===== config.mk =====
export PLATFORM = sky130hd
export DESIGN_NAME = viterbi_traceback_ctrl
export DESIGN_NICKNAME = d
export VERILOG_FILES = /design/src/rtl/viterbi_traceback_ctrl.sv
export SDC_FILE = /design/constraint.sdc
export NUM_CORES = 1
export LEC_CHECK = 0
export ABC_AREA = 1
export BUFFER_PORTS_ARGS = -buffer_cell sky130_fd_sc_hd__buf_2
export CAP_MARGIN = 25
export CORE_ASPECT_RATIO = 0.75
export CORE_MARGIN = 4
export CORE_UTILIZATION = 47
export DETAILED_ROUTE_END_ITERATION = 8
export SETUP_SLACK_MARGIN = 0.5
export SLEW_MARGIN = 20
export SYNTH_ARGS = -nofsm -noshare
export SYNTH_HDL_FRONTEND = slang
export SYNTH_SLANG_ARGS = --single-unit

===== constraint.sdc =====
create_clock -name clk -period 4.78 [get_ports clk]
set_input_delay 0.239 -clock clk [delete_from_list [all_inputs] [get_ports clk]]
set_output_delay 0.239 -clock clk [all_outputs]
set_load 0.05 [all_outputs]

===== src/rtl/viterbi_traceback_ctrl.sv =====
// Viterbi traceback controller: walks the backpointer memory from the last word
// back to word 0, stacks the decoded tags, then drains them in word order.
module viterbi_traceback_ctrl #(
    parameter int unsigned size_state = 4,
    parameter int unsigned size_word  = 4,
    parameter int unsigned num_tags   = 12
) (
    input  logic                  clk,
    input  logic                  reset,
    input  logic                  start,
    input  logic [size_word-1:0]  num_words,
    input  logic [size_state-1:0] best_last_pos,
    output logic                  bp_rd_en,
    output logic [size_word-1:0]  bp_addr_word,
    output logic [size_state-1:0] bp_addr_pos,
    input  logic [size_state-1:0] bp_data,
    output logic [size_state-1:0] out_pos,
    output logic                  out_valid,
    input  logic                  out_ready,
    output logic                  busy,
    output logic                  done,
    output logic                  error,
    output logic [2:0]            state
);

    localparam int unsigned DEPTH = 2 ** size_word;
    localparam logic [size_state:0] NUM_TAGS_EXT = (size_state + 1)'(num_tags);

    typedef enum logic [2:0] {
        ST_IDLE  = 3'd0,
        ST_PUSH  = 3'd1,
        ST_RD    = 3'd2,
        ST_CAP   = 3'd3,
        ST_DRAIN = 3'd4,
        ST_DONE  = 3'd5,
        ST_ERR   = 3'd6
    } state_t;

    state_t                state_q, state_d;
    logic [size_word-1:0]  sp_q, sp_d;
    logic [size_word-1:0]  w_q, w_d;
    logic [size_state-1:0] tag_q, tag_d;
    logic                  err_d;
    logic                  push;
    logic [size_state-1:0] stack_q [DEPTH];

    logic                  rd_en_d;
    logic [size_word-1:0]  addr_word_d;
    logic [size_state-1:0] addr_pos_d;
    logic                  out_valid_d;
    logic [size_state-1:0] out_pos_d;
    logic [size_state-1:0] top_d;
    logic                  busy_d;
    logic                  done_d;

    assign state = state_q;

    // Next-state logic plus the next values of every registered output.
    always_comb begin
        state_d = state_q;
        sp_d    = sp_q;
        w_d     = w_q;
        tag_d   = tag_q;
        err_d   = error;
        push    = 1'b0;

        unique case (state_q)
            ST_IDLE: begin
                if (start) begin
                    if (num_words == '0 || {1'b0, best_last_pos} >= NUM_TAGS_EXT) begin
                        state_d = ST_ERR;
                        err_d   = 1'b1;
                    end else begin
                        tag_d   = best_last_pos;
                        w_d     = num_words - size_word'(1);
                        err_d   = 1'b0;
                        state_d = ST_PUSH;
                    end
                end
            end
            ST_PUSH: begin
                push    = 1'b1;
                sp_d    = sp_q + size_word'(1);
                state_d = (w_q == '0) ? ST_DRAIN : ST_RD;
            end
            ST_RD: begin
                state_d = ST_CAP;
            end
            ST_CAP: begin
                if ({1'b0, bp_data} >= NUM_TAGS_EXT) begin
                    state_d = ST_ERR;
                    err_d   = 1'b1;
                end else begin
                    tag_d   = bp_data;
                    w_d     = w_q - size_word'(1);
                    state_d = ST_PUSH;
                end
            end
            ST_DRAIN: begin
                if (out_ready) begin
                    sp_d = sp_q - size_word'(1);
                    if (sp_q == size_word'(1)) begin
                        state_d = ST_DONE;
                    end
                end
            end
            ST_DONE: begin
                state_d = ST_IDLE;
            end
            ST_ERR: begin
                err_d   = 1'b1;
                sp_d    = '0;
                state_d = ST_IDLE;
            end
            default: begin
                state_d = ST_IDLE;
            end
        endcase

        // The freshly pushed tag is not in the stack array yet when entering DRAIN.
        top_d       = (state_q == ST_PUSH) ? tag_q : stack_q[sp_d - size_word'(1)];
        rd_en_d     = (state_d == ST_RD);
        addr_word_d = rd_en_d ? w_d : '0;
        addr_pos_d  = rd_en_d ? tag_d : '0;
        out_valid_d = (state_d == ST_DRAIN);
        out_pos_d   = out_valid_d ? top_d : '0;
        busy_d      = (state_d != ST_IDLE);
        done_d      = (state_d == ST_DONE) || (state_d == ST_ERR);
    end

    always_ff @(posedge clk) begin
        if (reset) begin
            state_q      <= ST_IDLE;
            sp_q         <= '0;
            w_q          <= '0;
            tag_q        <= '0;
            error        <= 1'b0;
            bp_rd_en     <= 1'b0;
            bp_addr_word <= '0;
            bp_addr_pos  <= '0;
            out_valid    <= 1'b0;
            out_pos      <= '0;
            busy         <= 1'b0;
            done         <= 1'b0;
        end else begin
            state_q      <= state_d;
            sp_q         <= sp_d;
            w_q          <= w_d;
            tag_q        <= tag_d;
            error        <= err_d;
            bp_rd_en     <= rd_en_d;
            bp_addr_word <= addr_word_d;
            bp_addr_pos  <= addr_pos_d;
            out_valid    <= out_valid_d;
            out_pos      <= out_pos_d;
            busy         <= busy_d;
            done         <= done_d;
        end
    end

    // Tag stack storage; contents are don't-care until pushed.
    always_ff @(posedge clk) begin
        if (push) begin
            stack_q[sp_q] <= tag_q;
        end
    end

endmodule


==> run_results.csv <==
group,metric,value,unit
drt,drt_drc_violations_left,0,
setup_path,criticalPathCategory,"flip-flop to flip-flop",
grt,grt_max_degree,37,
cts,cts.root.buffer_cell,"sky130_fd_sc_hd__clkbuf_16",
cells_and_area,fin_cells,697,
sta,timing.max_slew.rel_slack,46.5,%
sta,timing.clock.skew,0.00659,ns
setup_path,worstSetupEndpointType,"flip-flop",
synth,ys_ff_latch,96,
drt,vias,3738,
cells_and_area,multi_input_area,1730,µm²
synth,synth-async-reset-ratio,0,%
drt,detail_route.wirelength,12000,µm
pwr,power.density,598,nW/µm²
synth,synth-seq-area-share,54.8,%
floorplan,start_util,48.2,%
synth,synth-compound-area-share,3.75,%
synth,synthSimpleGateAreaFrac,30.6,%
cts,clk-insertion-delay-late,0.35,ns
cts,clock_buffer_count_from_cts,9,
sta,fmaxAchievable,267,MHz
synth,synth_top_flop_cell,"sky130_fd_sc_hd__edfxtp_1",
floorplan,core_region_area,9700,µm²
cts,post_cts_hold_buffer_count,0,
cells_and_area,fill_cells,896,
grt,grt_usage,21.9,%
pwr,worst_ir_drop_on_vdd,0.000275,V
synth,number_of_flops_mapped_to_enable_cells_by_yosys,64,
floorplan,io_pins,36,
grt,grt_remaining_overflow,0,
sta,fin_setup_tns,0,ns
floorplan,design.die.area,11600,µm²
cells_and_area,register_area,2560,µm²
cts,sink_count_of_the_clock_tree,96,
synth,synth-xor-area-share,0.375,%
sta,final.setup.worst_slack,1.03,ns
job,max_cap_violations,0,
cts,cts.repair.resized,0,
synth,muxShareOfSynthArea,0,%
floorplan,dieHeight,94.4,µm
cts,clk_transition_reported_paths,0.07,ns
run_status,run_status,"complete, no violations",
cells_and_area,area_growth_syn_to_layout,12.4,%
grt,grt_antenna_before_repair,0,
cts,ctsHtreeMaxLevel,3,
floorplan,rows,31,
setup_path,worst-endpoint-required,5.02,ns
sta,final-hold-violation-count,0,
setup_path,arrival,3.99,ns
drt,drt-pass1-iter-count,5,
cells_and_area,ant_diodes,0,
placement,buffer_ports.inserted,35,
placement,place_congestion,0.957,
setup_path,startpoint_type,"flip-flop",
cts,clock_tree_from_tritoncts,"done",
sta,timing.final.crit_share,78.4,%
grt,wire_length_of_the_first_global_routing_pass,18800,µm
cells_and_area,final_layout_size_suffix_gt1_share,14.3,%
synth,syn-instance-count,527,
sta,slew_at_the_pin_closest_to_its_max_slew_limit,0.801,ns
min_path,holdCritPathClass,"input port to flip-flop",
synth,combinational_family_with_the_most_area_after_synthesis,"simple AND/OR/NAND/NOR gates",
sta,finalMaxSlewViolations,0,
synth,ys_warn_count,0,
cells_and_area,numnets_final,585,
sta,min_period,3.75,ns
synth,yosysUniqueCellTypes,32,
drt,drt.antenna.violating_nets,0,
drt,drt-initial-drc-count,562,
synth,synth_adder_area_share,2.41,%
placement,detailed_place_hpwl,8450,µm
sta,report.final.setup_viol,0,
synth,nets_in_the_synthesized_netlist,552,
grt,grt_pass1_vias,3435,
placement,placed_instances,681,
drt,detail_route.wl_per_cell,17.2,µm
floorplan,die_boundary_width,123,µm
synth,synth_area,4680,µm²
placement,post_placement_worst_setup_slack,1.08,ns
cts,ctsLongestPathBuffers,2,
setup_path,crit_path_max_fanout,36,
sta,rsz0062_at_grt,"no",
cts,cts_setup_buffers,0,
synth,syn-mean-instance-area,8.87,µm²
drt,vias_per_cell,5.36,
pwr,leak,2.32,nW
[layout make-up]
cell class | count | share of cell area, %
Timing Repair Buffer | 36 | 3.47
Clock inverter | 7 | 1.31
Sequential cell | 96 | 48.7
Clock buffer | 9 | 4.28
Multi-Input combinational cell | 332 | 33.0
Inverter | 85 | 6.07
Tap cell | 132 | 3.14
[placed cells by master, fill, tap and decap left out, drive strengths merged, types with 2 or more instances in the layout]
master | netlist | layout
clkinv | 1 | 4
buf | 8 | 36
a21oi | 16 | 16
nand4 | 8 | 8
xnor2 | 2 | 2
edfxtp | 64 | 64
nand3 | 78 | 78
ha | 9 | 9
nor2 | 57 | 57
nand2 | 114 | 114
dfxtp | 32 | 32
nand3b | 29 | 29
nor3 | 4 | 4
inv | 84 | 88
a31oi | 2 | 2
clkbuf | 6 | 9
a22oi | 2 | 2
o21ai | 4 | 4
[logic make-up after synthesis]
logic type | count (synthesis)
adder cells (fa/ha/maj) | 9
XOR/XNOR | 2
buffers and inverters | 99
AO/OA/AOI/OAI | 30
flip-flops | 96
AND/OR/NAND/NOR | 291
[sequential cells by signal, summed over array words and instances, names as in the netlist, 3 cells and up]
name,flops
stack_q,64
bp_addr_pos,4
bp_addr_word,4
out_pos,4
sp_q,4
tag_q,4
w_q,4
state,3
[synthesized netlist by cell type (all sizes together), types with 2 or more instances]
| master | instances | area share, % |
|---|---|---|
| nand3b | 29 | 4.7 |
| dfxtp | 32 | 14 |
| a22oi | 2 | 0.32 |
| a31oi | 2 | 0.27 |
| nand2 | 114 | 10 |
| buf | 8 | 0.83 |
| inv | 84 | 6.7 |
| nor2 | 57 | 5.3 |
| a21oi | 16 | 1.7 |
| nand4 | 8 | 1.1 |
| nand3 | 78 | 8.8 |
| nor3 | 4 | 0.43 |
| ha | 9 | 2.4 |
| xnor2 | 2 | 0.37 |
| clkbuf | 6 | 0.48 |
| edfxtp | 64 | 41 |
| o21ai | 4 | 0.43 |
[layer usage]
layer / global-route usage (%) / up-vias / wire length [µm]
met3: 6.05 / 17 / 1150
met1: 34.2 / 1741 / 5940
li1: - / 1805 / -
met5: 0 / - / 0
met4: 5.25 / 0 / 146
met2: 29.7 / 175 / 4790
[report_power, final]
part | total, mW | internal (mW) | switching [mW]
sequential | 1.02 | 0.949 | 0.0673
clock | 0.710 | 0.367 | 0.343
combinational | 1.42 | 0.403 | 1.02
total | 3.15 | 1.72 | 1.43
[metrics by stage]
stage               util (%)  cell area (µm²)  total power, mW  hold slack, ns
detailed placement      51.2             4960             2.41           0.485
global route            54.2             5260             3.32           0.241
floorplan                  -             4680             2.04           0.355
finish                  54.2             5260             3.15           0.224
global placement        51.2             4960             2.40           0.483
CTS                     54.2             5260             3.12           0.212
[worst max-delay path, stage by stage (launching register included)]
cell                       delay (ns)
sky130_fd_sc_hd__dfxtp_1         0.37
sky130_fd_sc_hd__inv_1           0.14
sky130_fd_sc_hd__nand3_2         0.14
sky130_fd_sc_hd__nand2_2         0.13
sky130_fd_sc_hd__inv_2           0.07
sky130_fd_sc_hd__nand2_4         0.32
sky130_fd_sc_hd__nand2_4         0.32
sky130_fd_sc_hd__ha_1            0.80
sky130_fd_sc_hd__clkinv_1        0.61
sky130_fd_sc_hd__nand3_1         0.25
sky130_fd_sc_hd__nand3_1         0.15
sky130_fd_sc_hd__nand3_1         0.11
sky130_fd_sc_hd__nand2_1         0.07
sky130_fd_sc_hd__nor2_1          0.09
sky130_fd_sc_hd__nor2_1          0.05
[path summary, 6_finish.rpt]
check | end | slack (ns) | from | depth (start not counted)
setup / recovery | out_pos[1] | 1.03 | state[2] | 14
hold / removal | tag_q[1] | 0.22 | best_last_pos[1] | 3
setup reg to reg | out_pos[1] | 1.03 | state[2] | 14
hold reg to reg | w_q[1] | 0.50 | w_q[1] | 2
Note: power is estimated with default switching activity, not from simulation.
